`src/rtl/vgc_irq_ctrl_if.sv`:
```
// vgc_irq_ctrl_if: CPU-side $C0xx register bus for the VGC interrupt block.
// master = CPU/bus side, slave = vgc_irq_ctrl.
interface vgc_irq_ctrl_if;
  logic       cen;
  logic       io_sel;
  logic [7:0] addr;
  logic       rw;
  logic [7:0] din;
  logic       strobe;
  logic [7:0] dout;
  logic       rd_hit;

  modport master (
    output cen, io_sel, addr, rw, din, strobe,
    input  dout, rd_hit
  );

  modport slave (
    input  cen, io_sel, addr, rw, din, strobe,
    output dout, rd_hit
  );
endinterface

```
`src/rtl/vgc_irq_ctrl.sv`:
```
// vgc_irq_ctrl: IIgs VGC interrupt status/enable registers.
// Covers VGCINT $C023, CLRVGCINT $C032, INTEN $C041, INTFLAG $C046 and
// CLRVBLINT $C047, and merges the enabled status bits into one level irq.
// Optional build macro VGC_IRQ_OVERRUN_EN adds sticky overrun flags
// (VGCINT bits 4:3) for the one-second and scanline sources.
module vgc_irq_ctrl #(
  parameter logic [7:0] ADDR_VGCINT  = 8'h23,
  parameter logic [7:0] ADDR_CLRVGC  = 8'h32,
  parameter logic [7:0] ADDR_INTEN   = 8'h41,
  parameter logic [7:0] ADDR_INTFLAG = 8'h46,
  parameter logic [7:0] ADDR_CLRVBL  = 8'h47
) (
  input  logic            CLK_14M,
  input  logic            reset,
  vgc_irq_ctrl_if.slave   bus,
  input  logic            onesecond_irq,
  input  logic            qtrsecond_irq,
  input  logic            scanline_irq,
  input  logic            vbl_irq,
  output logic            irq
);

  logic       en1s_q, en1s_d, enscan_q, enscan_d;
  logic       enqtr_q, enqtr_d, envbl_q, envbl_d;
  logic [2:0] mouse_en_q, mouse_en_d;
  logic       st1s_q, st1s_d, stscan_q, stscan_d;
  logic       stqtr_q, stqtr_d, stvbl_q, stvbl_d;
  logic [7:0] dout_q, dout_d;
  logic       rd_hit_q, rd_hit_d;
  logic       irq_q, irq_d;

  logic       commit, wr;
  logic       clr_1s, clr_scan, clr_vbl;
  logic [1:0] ov_rd;
  logic [7:0] vgcint_rd;
  logic       unused_din7;

  assign unused_din7 = bus.din[7];

`ifdef VGC_IRQ_OVERRUN_EN
  logic ov1s_q, ov1s_d, ovscan_q, ovscan_d;

  // Overrun flags: an enabled event landing on an already-set status bit
  always_comb begin
    ov1s_d   = (ov1s_q & ~clr_1s) | (onesecond_irq & en1s_q & st1s_q);
    ovscan_d = (ovscan_q & ~clr_scan) | (scanline_irq & enscan_q & stscan_q);
    ov_rd    = {ov1s_q, ovscan_q};
  end

  // Overrun flag registers
  always_ff @(posedge CLK_14M) begin
    if (reset) begin
      ov1s_q   <= 1'b0;
      ovscan_q <= 1'b0;
    end else begin
      ov1s_q   <= ov1s_d;
      ovscan_q <= ovscan_d;
    end
  end
`else
  assign ov_rd = 2'b00;
`endif

  // Bus decode, enable/status next-state, read mux and irq merge
  always_comb begin
    commit   = bus.io_sel & bus.strobe & bus.cen;
    wr       = commit & ~bus.rw;
    clr_1s   = wr & (bus.addr == ADDR_CLRVGC) & ~bus.din[6];
    clr_scan = wr & (bus.addr == ADDR_CLRVGC) & ~bus.din[5];
    clr_vbl  = commit & (bus.addr == ADDR_CLRVBL);

    en1s_d     = en1s_q;
    enscan_d   = enscan_q;
    enqtr_d    = enqtr_q;
    envbl_d    = envbl_q;
    mouse_en_d = mouse_en_q;
    if (wr && bus.addr == ADDR_VGCINT) begin
      en1s_d   = bus.din[2];
      enscan_d = bus.din[1];
    end
    if (wr && bus.addr == ADDR_INTEN) begin
      enqtr_d    = bus.din[4];
      envbl_d    = bus.din[3];
      mouse_en_d = bus.din[2:0];
    end

    // Sets are ORed in after clears so a same-cycle event is never lost
    st1s_d   = (st1s_q & ~clr_1s) | (onesecond_irq & en1s_q);
    stscan_d = (stscan_q & ~clr_scan) | (scanline_irq & enscan_q);
    stqtr_d  = (stqtr_q & ~clr_vbl) | (qtrsecond_irq & enqtr_q);
    stvbl_d  = (stvbl_q & ~clr_vbl) | (vbl_irq & envbl_q);

    vgcint_rd = {(st1s_q & en1s_q) | (stscan_q & enscan_q), st1s_q, stscan_q,
                 ov_rd, en1s_q, enscan_q, 1'b0};

    dout_d   = dout_q;
    rd_hit_d = rd_hit_q;
    if (bus.io_sel && bus.rw) begin
      dout_d   = 8'h00;
      rd_hit_d = 1'b0;
      if (bus.addr == ADDR_VGCINT) begin
        dout_d   = vgcint_rd;
        rd_hit_d = 1'b1;
      end else if (bus.addr == ADDR_INTEN) begin
        dout_d   = {3'b000, enqtr_q, envbl_q, mouse_en_q};
        rd_hit_d = 1'b1;
      end else if (bus.addr == ADDR_INTFLAG) begin
        dout_d   = {3'b000, stqtr_q, stvbl_q, 3'b000};
        rd_hit_d = 1'b1;
      end else if (bus.addr == ADDR_CLRVBL) begin
        rd_hit_d = 1'b1;
      end
    end

    irq_d = (st1s_q & en1s_q) | (stscan_q & enscan_q) |
            (stqtr_q & enqtr_q) | (stvbl_q & envbl_q);
  end

  // State, read data and irq registers
  always_ff @(posedge CLK_14M) begin
    if (reset) begin
      en1s_q     <= 1'b0;
      enscan_q   <= 1'b0;
      enqtr_q    <= 1'b0;
      envbl_q    <= 1'b0;
      mouse_en_q <= 3'b000;
      st1s_q     <= 1'b0;
      stscan_q   <= 1'b0;
      stqtr_q    <= 1'b0;
      stvbl_q    <= 1'b0;
      dout_q     <= 8'h00;
      rd_hit_q   <= 1'b0;
      irq_q      <= 1'b0;
    end else begin
      en1s_q     <= en1s_d;
      enscan_q   <= enscan_d;
      enqtr_q    <= enqtr_d;
      envbl_q    <= envbl_d;
      mouse_en_q <= mouse_en_d;
      st1s_q     <= st1s_d;
      stscan_q   <= stscan_d;
      stqtr_q    <= stqtr_d;
      stvbl_q    <= stvbl_d;
      dout_q     <= dout_d;
      rd_hit_q   <= rd_hit_d;
      irq_q      <= irq_d;
    end
  end

  assign bus.dout   = dout_q;
  assign bus.rd_hit = rd_hit_q;
  assign irq        = irq_q;

endmodule

```
`src/flat_wrapper.sv`:
```
// flat-port wrapper written by rule: the top's interface ports become plain ports
module vgc_irq_ctrl_flat 
#(
  parameter logic [7:0] ADDR_VGCINT  = 8'h23,
  parameter logic [7:0] ADDR_CLRVGC  = 8'h32,
  parameter logic [7:0] ADDR_INTEN   = 8'h41,
  parameter logic [7:0] ADDR_INTFLAG = 8'h46,
  parameter logic [7:0] ADDR_CLRVBL  = 8'h47
)
  (CLK_14M, reset, onesecond_irq, qtrsecond_irq, scanline_irq, vbl_irq, irq, bus_cen, bus_io_sel, bus_addr, bus_rw, bus_din, bus_strobe, bus_dout, bus_rd_hit);
  vgc_irq_ctrl_if bus_i ();
  input  logic CLK_14M;
  input  logic reset;
  input  logic onesecond_irq;
  input  logic qtrsecond_irq;
  input  logic scanline_irq;
  input  logic vbl_irq;
  output logic irq;
  input wire logic [$bits(bus_i.cen)-1:0] bus_cen;
  input wire logic [$bits(bus_i.io_sel)-1:0] bus_io_sel;
  input wire logic [$bits(bus_i.addr)-1:0] bus_addr;
  input wire logic [$bits(bus_i.rw)-1:0] bus_rw;
  input wire logic [$bits(bus_i.din)-1:0] bus_din;
  input wire logic [$bits(bus_i.strobe)-1:0] bus_strobe;
  output wire logic [$bits(bus_i.dout)-1:0] bus_dout;
  output wire logic [$bits(bus_i.rd_hit)-1:0] bus_rd_hit;
  assign bus_i.cen = bus_cen;
  assign bus_i.io_sel = bus_io_sel;
  assign bus_i.addr = bus_addr;
  assign bus_i.rw = bus_rw;
  assign bus_i.din = bus_din;
  assign bus_i.strobe = bus_strobe;
  assign bus_dout = bus_i.dout;
  assign bus_rd_hit = bus_i.rd_hit;
  vgc_irq_ctrl #(.ADDR_VGCINT(ADDR_VGCINT), .ADDR_CLRVGC(ADDR_CLRVGC), .ADDR_INTEN(ADDR_INTEN), .ADDR_INTFLAG(ADDR_INTFLAG), .ADDR_CLRVBL(ADDR_CLRVBL)) u_core (.CLK_14M(CLK_14M), .reset(reset), .bus(bus_i), .onesecond_irq(onesecond_irq), .qtrsecond_irq(qtrsecond_irq), .scanline_irq(scanline_irq), .vbl_irq(vbl_irq), .irq(irq));
endmodule
```
`config.mk`:
```
export PLATFORM = sky130hd
export DESIGN_NAME = vgc_irq_ctrl_flat
export DESIGN_NICKNAME = d
export VERILOG_FILES = /design/src/rtl/vgc_irq_ctrl_if.sv /design/src/rtl/vgc_irq_ctrl.sv /design/src/flat_wrapper.sv
export SDC_FILE = /design/constraint.sdc
export NUM_CORES = 1
export LEC_CHECK = 0
export ABC_AREA = 1
export BUFFER_PORTS_ARGS = -buffer_cell sky130_fd_sc_hd__buf_2
export CAP_MARGIN = 5
export CORE_MARGIN = 5
export CORE_UTILIZATION = 30
export CTS_CLUSTER_DIAMETER = 80
export DETAILED_ROUTE_END_ITERATION = 6
export GPL_TIMING_DRIVEN = 0
export MAX_ROUTING_LAYER = met4
export PLACE_DENSITY = 0.5
export SYNTH_ARGS = -nofsm -noshare
export SYNTH_HDL_FRONTEND = slang
export SYNTH_SLANG_ARGS = --single-unit
export TNS_END_PERCENT = 100
```
`constraint.sdc`:
```
create_clock -name CLK_14M -period 2.1 [get_ports CLK_14M]
set_input_delay 0.105 -clock CLK_14M [delete_from_list [all_inputs] [get_ports CLK_14M]]
set_output_delay 0.105 -clock CLK_14M [all_outputs]
set_load 0.02 [all_outputs]
```
# == Yosys cells after proc, flatten, opt, wreduce, memory -nomap -nowiden ==
# Cells that the tools add are included.
# op_classes
bitwise_logic,32
mux,7
n_eq_ne,5
reduce_logical,3
# op_table
operator,count
$eq 8x7->1 const B,3
$and 1x1->1,19
$eq 8x6->1 const B,2
$mux 8,2
$or 1x1->1,7
$not 1->1,6
$mux 5,1
$mux 1,4
$logic_and 1x1->1,3
# word_totals
inputBits,26
register_bits,21

# == Logic depth before layout (Yosys ltp) ==
# Gate-level depths: netlist of the first run.
# logic_depth
word_depth,8
depth_mapped,7
depth_no_buf,7

# == Worst setup path before layout of the first run ==
# Ideal clock, no wire load.
# synth_timing
path_type,input port to flip-flop
start,input bus_addr[3]
end,register u_core.enqtr_q
setup_ns,0.120
path_stages,6
slack_ns,1.283
arrival_ns,0.697
path_buffers,0
cell_sequence,nor2_2 > nand3_2 > nor2_8 > nand2_2 > nand2_1 > a21oi_1
# synth_between
elab_chain_len,2
# synth_rtl
item,line_no,text
start: declaration,flat_wrapper.sv:21,input wire logic [$bits(bus_i.addr)-1:0] bus_addr;
$eq 8x7->1,vgc_irq_ctrl.sv:81,if (wr && bus.addr == ADDR_INTEN) begin
$logic_and 1x1->1,vgc_irq_ctrl.sv:81,
end signal: assignment,vgc_irq_ctrl.sv:137,enqtr_q <= enqtr_d;
end: declaration,vgc_irq_ctrl.sv:24,"logic enqtr_q, enqtr_d, envbl_q, envbl_d;"
# No other way between the ends.
# A chain may end at the register's enable or synchronous reset.

# == Final worst setup path of the first run ==
# layout_timing
start,register u_core.en1s_q
end,"register u_core.irq_q, in the netlist u_core.irq"
# layout_between
elab_chain_len,4
# layout_rtl
item,line_no,text
start: declaration,vgc_irq_ctrl.sv:23,"logic en1s_q, en1s_d, enscan_q, enscan_d;"
start signal: assignment,vgc_irq_ctrl.sv:135,en1s_q <= en1s_d;
$and 1x1->1,vgc_irq_ctrl.sv:115,irq_d = (st1s_q & en1s_q) | (stscan_q & enscan_q) |
$or 1x1->1 (2 in series),vgc_irq_ctrl.sv:115,
$or 1x1->1,vgc_irq_ctrl.sv:116,(stqtr_q & enqtr_q) | (stvbl_q & envbl_q);
end signal: assignment,vgc_irq_ctrl.sv:146,irq_q <= irq_d;
end: declaration,vgc_irq_ctrl.sv:30,"logic irq_q, irq_d;"
# No other way between the ends.

==> results of run 1 <==
==> worst max-delay path: stages (launching register included) <==
cell     delay, ns
dfxtp_1       0.39
inv_1         0.07
o22ai_1       0.28
a21oi_1       0.07
a21oi_1       0.13
==> layout make-up <==
| type | count | area [µm²] |
|---|---|---|
| Tap cell | 46 | 57.6 |
| Sequential cell | 21 | 420 |
| Timing Repair Buffer | 33 | 165 |
| Clock inverter | 1 | 5.00 |
| Clock buffer | 3 | 22.5 |
| Fill cell | 373 | 2070 |
| Buffer | 4 | 23.8 |
| Multi-Input combinational cell | 110 | 562 |
| Inverter | 18 | 67.6 |
==> per-layer routing <==
metal / track usage / share of wire
met1: 0.153 / 0.46
met2: 0.203 / 0.47
met3: 0.0435 / 0.062
met4: 0.0128 / 0.0044
met5: - / 0
==> how the worst min path moves through the flow <==
stage | end | cells past startpoint
6_report | u_core.stqtr_q | 3
5_1_grt | u_core.stqtr_q | 3
4_1_cts | u_core.stqtr_q | 3
3_5_place_dp | u_core.stvbl_q | 3
3_3_place_gp | u_core.stvbl_q | 3
2_1_floorplan | u_core.st1s_q | 2
==> synth_stat cells, drive strengths merged <==
cell type  instances
a211oi             2
a21oi             19
buf                3
clkbuf             1
dfxtp             21
inv               18
nand2             43
nand3             18
nand3b             1
nand4              3
nor2              15
nor3               1
o21ai              7
o22ai              1
==> power groups by stage <==
stage	logic, mW	clock network [mW]	registers (mW)
2_1_floorplan	0.0440	0	0.417
3_3_place_gp	0.0888	0	0.412
3_5_place_dp	0.0913	0	0.412
4_1_cts	0.0915	0.208	0.404
5_1_grt	0.102	0.228	0.404
6_report	0.0906	0.196	0.403
==> cells in the final DEF, fill, tap and decap left out <==
| master | synthesis | routed |
|---|---|---|
| nand2_1 | 39 | 39 |
| buf_2 | 1 | 34 |
| dfxtp_1 | 21 | 21 |
| a21oi_1 | 19 | 19 |
| inv_1 | 16 | 16 |
| nand3_1 | 16 | 16 |
| nor2_1 | 8 | 8 |
| nor2_2 | 5 | 5 |
| o21ai_0 | 5 | 5 |
| nand2_2 | 4 | 4 |
| nand4_1 | 3 | 3 |
| clkbuf_4 | 0 | 3 |
| nand3_2 | 2 | 2 |
| inv_2 | 2 | 2 |
| buf_4 | 2 | 2 |
| o21ai_1 | 2 | 2 |
| a211oi_2 | 2 | 2 |
| nor2_8 | 1 | 1 |
| clkbuf_1 | 1 | 1 |
| nor2_4 | 1 | 1 |
| o22ai_1 | 1 | 1 |
| nor3_2 | 1 | 1 |
| nand3b_1 | 1 | 1 |
| clkinv_2 | 0 | 1 |
==> sequential cells by signal (all words and copies together), names as in the netlist <==
signal,count
u_core.bus.dout,8
u_core.bus.rd_hit,1
u_core.en1s_q,1
u_core.enqtr_q,1
u_core.enscan_q,1
u_core.envbl_q,1
u_core.irq,1
u_core.mouse_en_q,3
u_core.st1s_q,1
u_core.stqtr_q,1
u_core.stscan_q,1
u_core.stvbl_q,1
==> cell families (layout without fill, tap and decap cells) <==
| logic type | Yosys count | after routing | share of synthesized area |
|---|---|---|---|
| flip-flops | 21 | 21 | 0.392 |
| buffers and inverters | 22 | 59 | 0.0851 |
| AND/OR/NAND/NOR | 81 | 81 | 0.373 |
| AO/OA/AOI/OAI | 29 | 29 | 0.150 |
==> impl_results.md, run 1 <==
* Outcome: finished, final reports clean
* Max VDD drop at roughly 0.30 mV
* Clock latency on the worst-skew pair at just over 0.3 ns
* Width of the die at 69.8 µm
* Hold path start: qtrsecond_irq
* PD cells at 522 nW/µm²
* Std cell rows at 21
* Synth cell types at 22
* Clk slew on worst S/H paths at 0.13 ns
* Worst slew margin at 0.709
* Final Non-Filler Cells at roughly 240
* Hold WC Path Type: in2reg
* CTS Buf Count at 3
* Pint at about 0.51 mW
* Area grow syn2layout at 23.3%
* Static Leakage at 0.571 nW
* Worst-margin pin slew at 0.436 ns
* Slew Limit Fails at 0
* R2r endpoint: u_core.irq
* Final Skew at 0.0114 ns
* # clock sinks at 21
* Diode count at 0
* Clock share of power at 0.284
* CTS tree: done
* Initial antenna violation count at 0
* Total track usage at 0.124
* Switch Pwr at roughly 0.18 mW
* DP Area at between 1000 and 1500 µm²
* Placed cell count at 232
* Number of global-route vias before repair at 1061
* Tcrit/Tclk final at 0.471
* Synth Register Bits at 21
* Fin. Hold Viols at 0
* Total gr overflow at 0
* Buffers added on ports at 33
* Via count at 1104
* WHS at between 0.03 and 0.04 ns
* Synth top area share at 0.392
* Post-Synthesis Cells at 153
* Critical Path RT at 2.35 ns
* Final RePlAce weighted congestion at 0.753
* Worst r2r path cells at 4
* Die Y at 69.8 µm
* Max FO, Critical Path at 3
* CTS Root Cell: clkbuf_4
* # DRC at 0
* Count of yosys warnings during synthesis at 0
* Synth Net Count at 179
* R2r setup slk at 1.11 ns
* Crit path launch type: flip-flop
* Drt pass-1 iters at 4
* IO Pins at 36
* Syn avg cell area at around 7.0 µm²
* Worst r2r src: u_core.en1s_q
* Mapped Area at 1070 µm²
* Setup TNS at 0 ns
* Starting density of the core at 0.317
* Switching Share at 0.266
* Critical Path Start: u_core.en1s_q
* Post-CTS Setup Bufs at 0
* RSZ-0062 raised after global routing: no
* Post-cts resize count at 0
* Synth area leaders: dfxtp_1 (39%), nand2_1 (14%), a21oi_1 (8.9%), nand3_1 (7.5%), inv_1 (5.6%)
* DRT antenna net count at 0
* CTS max path bufs at 2
* WL final at 2740 µm
* Initial DRC Count at 43
* Die footprint at slightly below 5000 µm²
* Final core utilization at 0.391
* Hold buffer count at CTS at 0
* Sequential share of power at 0.584
* Final setup violation count at 0
* Via/cell ratio at 4.68
* Routed length per instance at 11.6 µm
* CP endpoint: u_core.irq
* Nets@finish at around 220
* Final instance area at roughly 1300 µm²
* Seq/Total Area, Yosys at 0.392
* Largest net degree at the start of global routing at 13
* First-pass GRT wire length at about 5000 µm
* Fmax at 1.01 GHz
* Crit path kind: reg2reg
* Share of layout cells above drive strength 1 at 0.305
* Fin crit period at 0.989 ns
* H-tree depth at 1
* Worst Setup End Kind: flip-flop
* Dpl ws at 1.02 ns
* Final HPWL DP at 2300 µm
* Total power at 0.690 mW
* Crit path DAT at about 1.2 ns
* Setup ws final at ~1.1 ns
* Number of max-cap violations at 0
* Yosys top cell by area: dfxtp_1
* Core area at between 3000 and 4000 µm²
* Part of the power in combinational logic at 0.131
(Power assumes the default switching activity.)
==> run 2: changes to the inputs <==
- clock period: 2.1 -> 1 ns (I/O delays scaled with it)
==> run 2 against run 1 <==
Non-clock buffer count is 7 higher; routed wire length is 2.5% higher; clock skew is 0.0010 ns higher; sequential share of layout area is 1.6 points lower.
==> impl_results.md, run 2 (same netlist as run 1, synthesis figures left out) <==
* Fin. Hold Viols at 0 (unchanged)
* Crit path launch type: flip-flop (unchanged)
* Max VDD drop at 0.657 mV (was 0.297 mV)
* Fillers at 367 (was 373)
* Max FFs per register at 8 (unchanged)
* Critical path's slowest cell: dfxtp_1 (unchanged)
* Fin crit period at slightly below 0.9 ns
* Final Skew at 0.0124 ns (was 0.0114 ns)
* Total gr overflow at 0 (unchanged)
* Crit path kind: reg2out (was reg2reg)
* Hold path start: bus_din[2] (was qtrsecond_irq)
* Via/cell ratio at 4.65 (was 4.68)
* Clk slew on worst S/H paths at 0.13 ns (about the same)
* Placed cell count at 232 (unchanged)
* H-tree depth at 1 (unchanged)
* Routed length per instance at 11.6 µm (about the same)
* Core area at 3390 µm² (unchanged)
* Crit-path cells: buf_2 (was inv_1, o22ai_1, a21oi_1, a21oi_1)
* Share of layout cells above drive strength 1 at 0.310 (was 0.305)
* Drt pass-1 iters at 4 (unchanged)
* Nets@finish at 224 (was 217)
* Total power at 1.47 mW (was 0.690 mW)
* Clock latency on the worst-skew pair at 0.31 ns (about the same)
* Initial antenna violation count at 0 (unchanged)
* Starting density of the core at 0.317 (unchanged)
* Tcrit/Tclk final at 0.889
* Die Y at 69.8 µm (unchanged)
* R2r setup slk at 0.12 ns (was 1.11 ns)
* CTS Root Cell: clkbuf_4 (unchanged)
* Worst r2r path cells at 4 (unchanged)
* Worst Setup End Kind: output port (was flip-flop)
* Final setup violation count at 0 (unchanged)
* Setup ws final at 0.111 ns (was 1.11 ns)
* CTS max path bufs at 2 (unchanged)
* WL final at 2810 µm (was 2740 µm)
* RSZ-0062 raised after global routing: no (unchanged)
* CTS Buf Count at 3 (unchanged)
* Number of max-cap violations at 0 (unchanged)
* Setup TNS at 0 ns (unchanged)
* Final RePlAce weighted congestion at 0.753 (unchanged)
* Std cell rows at 21 (unchanged)
* R2r endpoint: u_core.irq (unchanged)
* Worst path bufs/invs at 1 (unchanged)
* Crit-path leading delay family: flip-flops (was compound AO/OA/AOI/OAI gates)
* Most frequent cells in the layout: nand2_1 (39), buf_2 (34), a21oi_1 (19), dfxtp_1 (19) (was nand2_1 (39), buf_2 (34), dfxtp_1 (21))
* Number of global-route vias before repair at 1091 (was 1061)
* Final Non-Filler Cells at 243 (was 236)
* Via count at 1130 (was 1104)
* Fmax at 1.13 GHz
* Hold endpoint: u_core.en1s_q (was u_core.stqtr_q)
* Slew Limit Fails at 0 (unchanged)
* # clock sinks at 21 (unchanged)
* Hold Path Depth at 3 (unchanged)
* First-pass GRT wire length at 4990 µm (was 4860 µm)
* Hold WC Path Type: in2reg (unchanged)
* Dpl ws at -0.0231 ns (was 1.02 ns)
* Width of the die at 69.8 µm (unchanged)
* Largest net degree at the start of global routing at 13 (unchanged)
* Buffers added on ports at 33 (unchanged)
* DRT antenna net count at 0 (unchanged)
* Worst-margin pin slew at 0.430 ns (was 0.436 ns)
* Initial DRC Count at 47 (was 43)
* CTS tree: done (unchanged)
* Total track usage at 0.127 (was 0.124)
* # DRC at 0 (unchanged)
* Crit path DAT at 0.84 ns (was 1.24 ns)
* IO Pins at 36 (unchanged)
* Static Leakage at 0.602 nW (was 0.571 nW)
* Critical Path Max Stage Delay at 0.36 ns (was 0.39 ns)
* Area occupied by multi-input gates at 568 µm² (was 562 µm²)
* Commonest non-fill, non-tap cell in the layout: nand2_1 (unchanged)
* Die footprint at 4870 µm² (unchanged)
* Final HPWL DP at 2300 µm (unchanged)
* Area grow syn2layout at 30.7% (was 23.3%)
* Outcome: finished, final reports clean (unchanged)
* Max FO, Critical Path at 2 (was 3)
* FF+latch area at 423 µm² (was 420 µm²)
* Worst slew margin at 0.713 (was 0.709)
* Worst r2r src: u_core.en1s_q (unchanged)
* Diode count at 0 (unchanged)
* PD cells at 1050 nW/µm² (was 522 nW/µm²)
* Critical Path RT at 0.95 ns (was 2.35 ns)
run 2: changes by cell type in the layout (fill, tap and decap cells not counted):
cell           previous run  this run
dfxtp_2                   0         2
dfxtp_1                  21        19
o22ai_1                   1         0
o22ai_2                   0         1
dlygate4sd3_1             0         7
run 2: timing repair:
action	4_1_cts	5_1_grt
cloned	0	0
hold buffers	7	0
endpoints found under the setup margin	1	3
gates resized for setup	1	2
endpoints found under the hold margin	7	0
buffers inserted	0	0
run 2: worst min-delay path, stage by stage:
cell	delay, ns
buf_2	0.11
nand3_1	0.07
a21oi_1	0.06
run 2: cell type report:
type                       count  share of cell area
buffer                         4              0.0169
clock buffer                   3              0.0161
clock inverter                 1             0.00357
inverter                      18              0.0482
multi-input combinational    110               0.405
sequential                    21               0.302
tap                           46              0.0410
timing repair buffer          40               0.168
run 2: metal layers:
layer  vias to the layer above  global-route usage  wire [µm]
met5                         -                   -          0
met4                         0              0.0128         12
met3                         2              0.0435        150
met2                        22               0.209       1330
met1                       518               0.156       1310
li1                        588                   -          -
run 2: power breakdown:
part	switching, mW	internal [mW]
combinational	0.123	0.0881
sequential	0.00321	0.844
clock	0.265	0.149
run 2: stage by stage:
stage / hold WS (ns) / utilization / instance area (µm²)
2_1_floorplan: 0.197 / - / 1070
3_5_place_dp: 0.312 / 0.382 / 1300
5_1_grt: 0.00221 / 0.414 / 1400
6_report: 0.0223 / 0.414 / 1400
3_3_place_gp: 0.305 / 0.382 / 1300
4_1_cts: 0.00835 / 0.413 / 1400
run 2: worst max path at each step:
stage | depth (start not counted) | start | end
2_1_floorplan | 2 | u_core.bus.dout[5] | u_core.bus.dout[5]
3_3_place_gp | 7 | bus_addr[3] | u_core.mouse_en_q[2]
3_5_place_dp | 7 | bus_addr[3] | u_core.mouse_en_q[1]
4_1_cts | 4 | u_core.en1s_q | u_core.bus.dout[2]
5_1_grt | 4 | u_core.en1s_q | u_core.bus.dout[2]
6_report | 1 | u_core.bus.dout[0] | bus_dout[0]
